File: config.mk
export PLATFORM = sky130hd
export DESIGN_NAME = tl_rx_vc_buffer_reader
export DESIGN_NICKNAME = d
export VERILOG_FILES = /design/src/rtl/tl_rx_vc_pkg.sv /design/src/rtl/tl_rx_vc_beat_cntr.sv /design/src/rtl/tl_rx_vc_buffer_reader.sv
export SDC_FILE = /design/constraint.sdc
export NUM_CORES = 1
export LEC_CHECK = 0
export ABC_AREA = 1
export BUFFER_PORTS_ARGS = -buffer_cell sky130_fd_sc_hd__buf_2
export CELL_PAD_IN_SITES_DETAIL_PLACEMENT = 0
export CELL_PAD_IN_SITES_GLOBAL_PLACEMENT = 1
export CORE_AREA = 2 2 205 207
export CTS_CLUSTER_SIZE = 24
export DETAILED_ROUTE_END_ITERATION = 12
export DIE_AREA = 0 0 207 209
export MAX_ROUTING_LAYER = met4
export PLACE_DENSITY_LB_ADDON = 0.12
export SYNTH_ARGS = -nofsm -noshare
export SYNTH_HDL_FRONTEND = slang
export SYNTH_SLANG_ARGS = --single-unit
File: constraint.sdc
create_clock -name i_clk -period 5.9 [get_ports i_clk]
set_clock_uncertainty 0.1 [all_clocks]
set_input_delay 0.59 -clock i_clk [delete_from_list [all_inputs] [get_ports i_clk]]
set_output_delay 0.59 -clock i_clk [all_outputs]
set_load 0.02 [all_outputs]
File: src/rtl/tl_rx_vc_pkg.sv
// Shared encodings and header-field helpers for the RX virtual-channel buffer read side.
// Pure definitions: no logic, no state.
package tl_rx_vc_pkg;

  typedef enum logic [1:0] {
    ST_IDLE     = 2'd0,
    ST_HDR_OUT  = 2'd1,
    ST_DATA_OUT = 2'd2
  } state_t;

  localparam int FMT_DATA_BIT = 30;
  localparam int LEN_MSB      = 9;
  localparam int LEN_LSB      = 0;
  localparam int LEN_WIDTH    = LEN_MSB - LEN_LSB + 1;
  localparam int MAX_BEATS    = 256;

  // A Length of zero encodes 1024 DW; one beat carries 4 DW.
  function automatic logic [8:0] beats(input logic [LEN_WIDTH-1:0] len);
    logic [10:0] l;
    logic [10:0] sum;
    l   = (len == '0) ? 11'd1024 : {1'b0, len};
    sum = l + 11'd3;
    return sum[10:2];
  endfunction

endpackage

File: src/rtl/tl_rx_vc_beat_cntr.sv
// Remaining-beat counter for the TLP being streamed: loads on header pop, counts down per beat.
// Registered count, is_last combinational from it; holds when no beat transfers.
module tl_rx_vc_beat_cntr
  import tl_rx_vc_pkg::*;
#(
  parameter int BEAT_CNT_WIDTH = 9
) (
  input  logic                      clk,
  input  logic                      rst,
  input  logic                      load,
  input  logic [LEN_WIDTH-1:0]      len,
  input  logic                      dec,
  output logic [BEAT_CNT_WIDTH-1:0] cnt,
  output logic                      is_last
);

  always_ff @(posedge clk or posedge rst) begin
    if (rst) begin
      cnt <= '0;
    end else if (load) begin
      cnt <= BEAT_CNT_WIDTH'(beats(len));
    end else if (dec && (cnt != '0)) begin
      cnt <= cnt - 1'b1;
    end
  end

  assign is_last = (cnt == BEAT_CNT_WIDTH'(1));

endmodule

File: src/rtl/tl_rx_vc_buffer_reader.sv
// Pops whole TLPs from one RX VC store; header valid 1 cycle after pop, beats stream 1/cycle.
// Ready low or data store empty freezes state and pointers; credits return on every pop.
module tl_rx_vc_buffer_reader
  import tl_rx_vc_pkg::*;
#(
  parameter int HDR_WIDTH      = 128,
  parameter int DATA_WIDTH     = 128,
  parameter int BEAT_CNT_WIDTH = 9
) (
  input  logic                  i_clk,
  input  logic                  i_rst,
  input  logic                  i_hdr_empty,
  input  logic                  i_data_empty,
  input  logic [HDR_WIDTH-1:0]  i_hdr_rd_data,
  input  logic [DATA_WIDTH-1:0] i_data_rd_data,
  output logic                  o_r_hdr_inc,
  output logic                  o_r_data_inc,
  output logic [HDR_WIDTH-1:0]  o_tlp_hdr,
  output logic                  o_tlp_hdr_valid,
  input  logic                  i_tlp_hdr_ready,
  output logic [DATA_WIDTH-1:0] o_tlp_data,
  output logic                  o_tlp_data_valid,
  output logic                  o_tlp_data_last,
  input  logic                  i_tlp_data_ready,
  output logic                  o_fc_hdr_ret,
  output logic                  o_fc_data_ret,
  output logic                  o_busy
);

  state_t                    state;
  state_t                    state_nxt;
  logic                      has_data;
  logic                      hdr_pop;
  logic                      data_xfer;
  logic                      is_last;
  logic [BEAT_CNT_WIDTH-1:0] beat_cnt;

  always_comb begin
    state_nxt        = state;
    hdr_pop          = 1'b0;
    data_xfer        = 1'b0;
    o_tlp_hdr_valid  = 1'b0;
    o_tlp_data_valid = 1'b0;
    o_tlp_data_last  = 1'b0;
    case (state)
      ST_IDLE: begin
        // Reset gating keeps the store untouched while the block is held in reset.
        if (!i_hdr_empty && !i_rst) begin
          hdr_pop   = 1'b1;
          state_nxt = ST_HDR_OUT;
        end
      end
      ST_HDR_OUT: begin
        o_tlp_hdr_valid = 1'b1;
        if (i_tlp_hdr_ready) begin
          state_nxt = has_data ? ST_DATA_OUT : ST_IDLE;
        end
      end
      ST_DATA_OUT: begin
        o_tlp_data_valid = ~i_data_empty;
        o_tlp_data_last  = is_last;
        data_xfer        = ~i_data_empty & i_tlp_data_ready;
        if (data_xfer && is_last) begin
          state_nxt = ST_IDLE;
        end
      end
      default: state_nxt = ST_IDLE;
    endcase
  end

  always_ff @(posedge i_clk or posedge i_rst) begin
    if (i_rst) begin
      state     <= ST_IDLE;
      o_tlp_hdr <= '0;
      has_data  <= 1'b0;
    end else begin
      state <= state_nxt;
      if (hdr_pop) begin
        o_tlp_hdr <= i_hdr_rd_data;
        has_data  <= i_hdr_rd_data[FMT_DATA_BIT];
      end
    end
  end

  tl_rx_vc_beat_cntr #(
    .BEAT_CNT_WIDTH(BEAT_CNT_WIDTH)
  ) u_beat_cntr (
    .clk     (i_clk),
    .rst     (i_rst),
    .load    (hdr_pop),
    .len     (i_hdr_rd_data[LEN_MSB:LEN_LSB]),
    .dec     (data_xfer),
    .cnt     (beat_cnt),
    .is_last (is_last)
  );

  // Header credit returns at pop time: the header lives on in o_tlp_hdr.
  assign o_r_hdr_inc   = hdr_pop;
  assign o_fc_hdr_ret  = hdr_pop;
  assign o_r_data_inc  = data_xfer;
  assign o_fc_data_ret = data_xfer;
  assign o_tlp_data    = i_data_rd_data;
  assign o_busy        = (state != ST_IDLE);

endmodule
==> impl_results.md, run 1 <==
- Min-Delay Path Class: input pin to flip-flop
- Vias: 5428
- Finished Cell Area: 8320 µm²
- # IOs: 526
- Setup TNS: 0 ps
- CP Max Fanout: 34
- Vias in the first global route: 5660
- Fin nets: 1230
- Final period demand of the worst path: 2340 ps
- Die height: 209 µm
- Initial antenna violation count: 3
- PD cells: 456 nW/µm²
- CTS buffer count: 17
- Synth Register Bits: 139
- Total core area: 41300 µm²
- WL per Instance: 14.9 µm
- Sequential cell area fraction in the yosys report: 0.511
- LEAKAGE: 0.00463 µW
- Final hold vios: 0
- Syn Std Cell Area: 6810 µm²
- Detailed placement HPWL: 15500 µm
- CTS tree: yes
- Cell variety after synth: 26
- First-pass GRT wire length: 34300 µm
- Max Clock Freq: 427 MHz
- Dpl cell area: 7740 µm²
- Die footprint: 43300 µm²
- Slew Limit Headroom: 0.359
- MaxCap Viol Count: 0
- Most frequent cells in the layout: nand2_1, buf_2, dfrtp_1
- Final Setup Violations: 0
- RSZ-0062 raised after global routing: no
- Reg2reg path depth: 6
- Standard-cell rows: 75
- Final hold slack: 245 ps
- Crit path launch type: flip-flop
- Worst Path Buf+Inv: 3
- Cell family with most CP delay: buffers and inverters
- Syn avg cell area: 8.16 µm²
- Largest net degree at the start of global routing: 140
- Status: finished clean
- Die X-Extent: 207 µm
- DRT antenna net count: 0
- Post-CTS Resized: 0
- Synthesized instance count: 834
- M3 GR Usage: 0.0503
- Initial Util: 0.165
- Routability Congestion: 0.687
- CP required: 5210 ps
- Final wirelength: 22600 µm
- Buffers on Ports: 269
- Hold buffer count at CTS: 0
- Slew @ Worst Pin: 961 ps
- WHS Path Cells: 3
- Setup Buffers After CTS: 0
- Pins Over Slew Limit: 0
- Worst Path Arrival: 1650 ps
- Met1 Resource Use GR: 0.118
- Crit. End Element: output port
- Area growth syn-to-layout: 22.3%
- Gr ovfl total: 0
- Detailed Route Iter0 Violations: 274
- Kind of critical path: flip-flop to output port
- Crit path depth: 4
- Most common cell after layout, fill and taps aside: nand2_1
- Crit-path max cell delay: 410 ps
- Vias per inst: 3.57
- Net Count, Synth: 1099
- Worst-path clk slew: 70 ps
- Clk_lat worst skew: 430 ps
- Clock buffer depth: 2
- Max rail drop VDD: 0.000127 V
- Crit path max-delay cell type: dfrtp_1
- Final Cycle Share: 0.397
- CTS H-tree lvls: 4
- # DRC: 0
- Sink Count: 139
- Yosys Warn Count: 0
- Gr busiest metal: met2
- Number of iterations in the first detailed-routing pass: 4
- CP cell instances: inv_1 -> nand3_4 -> inv_4 -> buf_2
- Share of layout cells above drive strength 1: 0.332
- Root buf cell: clkbuf_16
- Tot GR Track Use: 0.107
- Final Util: 0.202
- GRT met2 Usage: 0.159
## through the flow
| stage | power (µW) | instances | setup WS (ps) |
|---|---|---|---|
| 2_1_floorplan | 2370 | 834 | 1490 |
| 3_3_place_gp | 2770 | 1485 | 3460 |
| 3_5_place_dp | 2750 | 1485 | 3450 |
| 4_1_cts | 3900 | 1517 | 3470 |
| 5_1_grt | 4080 | 1520 | 3390 |
| 6_report | 3800 | 1520 | 3560 |
## kinds of logic (layout without fill, tap and decap cells)
kind of cell    Yosys count  count (layout)  share of synthesized area
simple gates            478             478                      0.278
buf+inv                 188             332                      0.183
flops                   139             139                      0.511
compound gates           26              26                     0.0228
fa+ha+maj                 3               3                    0.00551
other cells               0               3                          0
## tightest hold or removal path, delay by kind of cell
family	cells	cell delay, ps
buffers and inverters	1	70
and+or+nand+nor	2	80
## synthesized netlist by cell type (all sizes together)
library cell / n / area, µm²
nand2: 426 / 1610
buf: 160 / 1140
dfrtp: 139 / 3480
nor2: 28 / 123
inv: 26 / 97.6
o21ai: 23 / 138
nand3: 20 / 123
ha: 3 / 37.5
a21oi: 2 / 10.0
clkbuf: 2 / 7.51
nor3: 2 / 21.3
nand3b: 1 / 7.51
nand4: 1 / 6.26
o211ai: 1 / 7.51
## sequential cells by signal, summed over array words and instances (netlist names)
| name | count |
|---|---|
| o_tlp_hdr | 128 |
| u_beat_cntr.cnt | 9 |
| state | 2 |
## path summary, 6_finish.rpt
| path | start | endpoint | slack (ps) |
|---|---|---|---|
| max | state[1] | o_r_hdr_inc | 3560 |
| min | i_hdr_rd_data[99] | o_tlp_hdr[99] | 240 |
| max reg2reg | state[1] | u_beat_cntr.cnt[4] | 3800 |
| min reg2reg | o_tlp_hdr[68] | o_tlp_hdr[68] | 370 |
| max in group asynchronous | i_rst | o_tlp_hdr[22] | 4720 |
| min in group asynchronous | i_rst | o_tlp_hdr[14] | 250 |
## layer usage
layer  part of all wire  routed length, µm  vias up
met1               0.41               9300     2444
met4              0.038                854        0
met2               0.46              10300      251
li1                   -                  -     2668
met3              0.095               2150       65
met5                  0                  0        -
## power breakdown
| part | internal, µW | switching, µW | total, µW | leakage (µW) |
|---|---|---|---|---|
| clock | 620 | 473 | 1090 | 0.000273 |
| sequential | 1250 | 175 | 1430 | 0.00172 |
| combinational | 413 | 864 | 1280 | 0.00263 |
| total | 2290 | 1510 | 3800 | 0.00463 |
## area by class of cell
class                           instances  area [µm²]
Clock buffer                           21         470
Antenna cell                            3        7.51
Clock inverter                         11         109
Timing Repair Buffer                  274        1400
Sequential cell                       139        3480
Multi-Input combinational cell        507        2080
Inverter                               26         105
Tap cell                              539         674
Fill cell                            4703       33000
Power figures use the tool's default switching activity.
==> inputs of run 2 (changes only) <==
- clock period: 5.9 -> 2.08 ns (I/O delays scaled with it)
==> impl_results.md, run 2 (synthesized netlist as in run 1, its figures left out) <==
- WL per Instance: 14.5 µm (was 14.9 µm)
- CP required: 1770 ps (was 5210 ps)
- Crit path launch type: input pin (was flip-flop)
- Standard-cell rows: 75 (unchanged)
- Min-Delay Path Class: input pin to flip-flop (unchanged)
- Reg2reg path depth: 6 (unchanged)
- MaxCap Viol Count: 0 (unchanged)
- Biggest register: o_tlp_hdr (unchanged)
- RSZ-0062 raised after global routing: no (unchanged)
- Worst Path Buf+Inv: 5 (was 3)
- Area growth syn-to-layout: 43.6% (was 22.3%)
- Clock buffer depth: 2 (unchanged)
- Worst path most repeated cell: buf_2
- Crit-path max cell delay: 540 ps (was 410 ps)
- Clk_lat worst skew: 440 ps (was 430 ps)
- Initial antenna violation count: 1 (was 3)
- Final Cycle Share: 0.935
- Dpl cell area: 7890 µm² (was 7740 µm²)
- Share of layout cells above drive strength 1: 0.302 (was 0.332)
- Final period demand of the worst path: 1940 ps
- Cell family with most CP delay: buffers and inverters (unchanged)
- Max rail drop VDD: 0.000491 V (was 0.000127 V)
- Detailed placement HPWL: 17400 µm (was 15500 µm)
- Slew @ Worst Pin: 549 ps (was 961 ps)
- Largest register FFs: 128 (unchanged)
- Hold Path End: o_tlp_hdr[8] (was o_tlp_hdr[99])
- PD cells: 1130 nW/µm² (was 456 nW/µm²)
- Largest net degree at the start of global routing: 74 (was 140)
- Most common cell after layout, fill and taps aside: nand2_1 (unchanged)
- Gr ovfl total: 0 (unchanged)
- Finished Cell Area: 9780 µm² (was 8320 µm²)
- Most frequent cells in the layout: nand2_1, buf_2, dfrtp_1 (unchanged)
- Crit. End Element: output port (unchanged)
- Buffers on Ports: 269 (unchanged)
- Crit path max-delay cell type: dlygate4sd3_1 (was dfrtp_1)
- Die footprint: 43300 µm² (unchanged)
- Tot GR Track Use: 0.116 (was 0.107)
- LEAKAGE: 0.00524 µW (was 0.00463 µW)
- WHS Path Cells: 3 (unchanged)
- CP Max Fanout: 21 (was 34)
- DRT antenna net count: 0 (unchanged)
- R2R Path End: o_tlp_hdr[43] (was u_beat_cntr.cnt[4])
- Die height: 209 µm (unchanged)
- Max Clock Freq: 514 MHz
- Routability Congestion: 0.689 (was 0.687)
- CP cell instances: dlygate4sd3_1 -> buf_2 -> nor2_2 -> nand3_4 -> inv_4 -> buf_12 -> buf_2 (was inv_1 -> nand3_4 -> inv_4 -> buf_2)
- Final Setup Violations: 0 (unchanged)
- CTS buffer count: 17 (unchanged)
- Root buf cell: clkbuf_16 (unchanged)
- Vias in the first global route: 6380 (was 5660)
- Worst-path clk slew: 60 ps (was 70 ps)
- Total core area: 41300 µm² (unchanged)
- Slew Limit Headroom: 0.634 (was 0.359)
- Setup TNS: 0 ps (unchanged)
- Fin nets: 1371 (was 1230)
- CTS H-tree lvls: 4 (unchanged)
- Worst Path Arrival: 1640 ps (was 1650 ps)
- # IOs: 526 (unchanged)
- Final Util: 0.237 (was 0.202)
- First-pass GRT wire length: 37500 µm (was 34300 µm)
- Kind of critical path: input pin to output port (was flip-flop to output port)
- Final hold vios: 0 (unchanged)
- Die X-Extent: 207 µm (unchanged)
- Worst r2r src: state[1] (unchanged)
- Detailed Route Iter0 Violations: 173 (was 274)
- Vias per inst: 3.61 (was 3.57)
- Number of iterations in the first detailed-routing pass: 4 (unchanged)
- # DRC: 0 (unchanged)
- Sink Count: 139 (unchanged)
- Vias: 5981 (was 5428)
- Status: finished clean (unchanged)
- Top flop regs: o_tlp_hdr (128), u_beat_cntr.cnt (9), state (2) (unchanged)
- Initial Util: 0.165 (unchanged)
- Reg2reg setup slack: 360 ps (was 3800 ps)
- Hold path start: i_hdr_rd_data[8] (was i_hdr_rd_data[99])
- Number of filler cells placed in the layout: 4653 (was 4703)
- Pins Over Slew Limit: 0 (unchanged)
- Final wirelength: 24000 µm (was 22600 µm)
- CTS tree: yes (unchanged)
[run 2: where the power goes]
| group | switching, µW | leakage [µW] | internal (µW) |
|---|---|---|---|
| Sequential | 491 | 0.00172 | 3550 |
| Combinational | 2510 | 0.00325 | 1390 |
| Clock | 1340 | 0.000263 | 1750 |
[run 2: how the worst max path moves through the flow]
| stage | startpoint | to | slack [ps] | cells after the start |
|---|---|---|---|---|
| floorplan | i_rst | o_tlp_hdr[0] | 40 | 1 |
| global placement | i_rst | o_tlp_hdr[21] | 400 | 8 |
| detailed placement | i_rst | o_tlp_hdr[92] | 370 | 8 |
| CTS | u_beat_cntr.cnt[1] | o_tlp_data_last | 100 | 5 |
| global route | u_beat_cntr.cnt[3] | o_tlp_data_last | 50 | 4 |
| finish | i_rst | o_fc_hdr_ret | 140 | 7 |
[run 2: layout make-up]
type	count	area (µm²)	share of cell area
sequential	139	3480	0.356
timing repair buffer	415	2860	0.292
multi-input combinational	507	2080	0.213
tap	539	674	0.0690
clock buffer	20	467	0.0477
clock inverter	12	114	0.0116
inverter	26	104	0.0106
antenna	1	2.50	0.000256
[run 2: metal layers]
layer / GRT usage / vias to the layer above / part of all wire
li1: - / 2943 / -
met1: 0.127 / 2712 / 0.41
met2: 0.180 / 262 / 0.47
met3: 0.0502 / 64 / 0.088
met4: 0.0581 / 0 / 0.039
met5: - / - / 0
[run 2: worst min-delay path: stages]
cell	delay [ps]
buf_2	110
inv_1	100
o21ai_0	160
[run 2: repair_timing]
item,in CTS,in global routing
hold buffers,130,0
setup buffers,1,0
endpoints found under the setup margin,2,1
pin swaps,1,0
cloned,0,0
gates resized for setup,0,1
endpoints found under the hold margin,268,0
[run 2: metrics by stage]
stage          worst slack, ps  cells  hold WS [ps]  total power, µW
3_3_place_gp               403   1495           302             7930
5_1_grt                   50.1   1659           132            11900
4_1_cts                   98.5   1658          56.6            11300
2_1_floorplan             36.9    834           218             6710
3_5_place_dp               375   1495           289             7880
6_report                   136   1659          76.8            11000
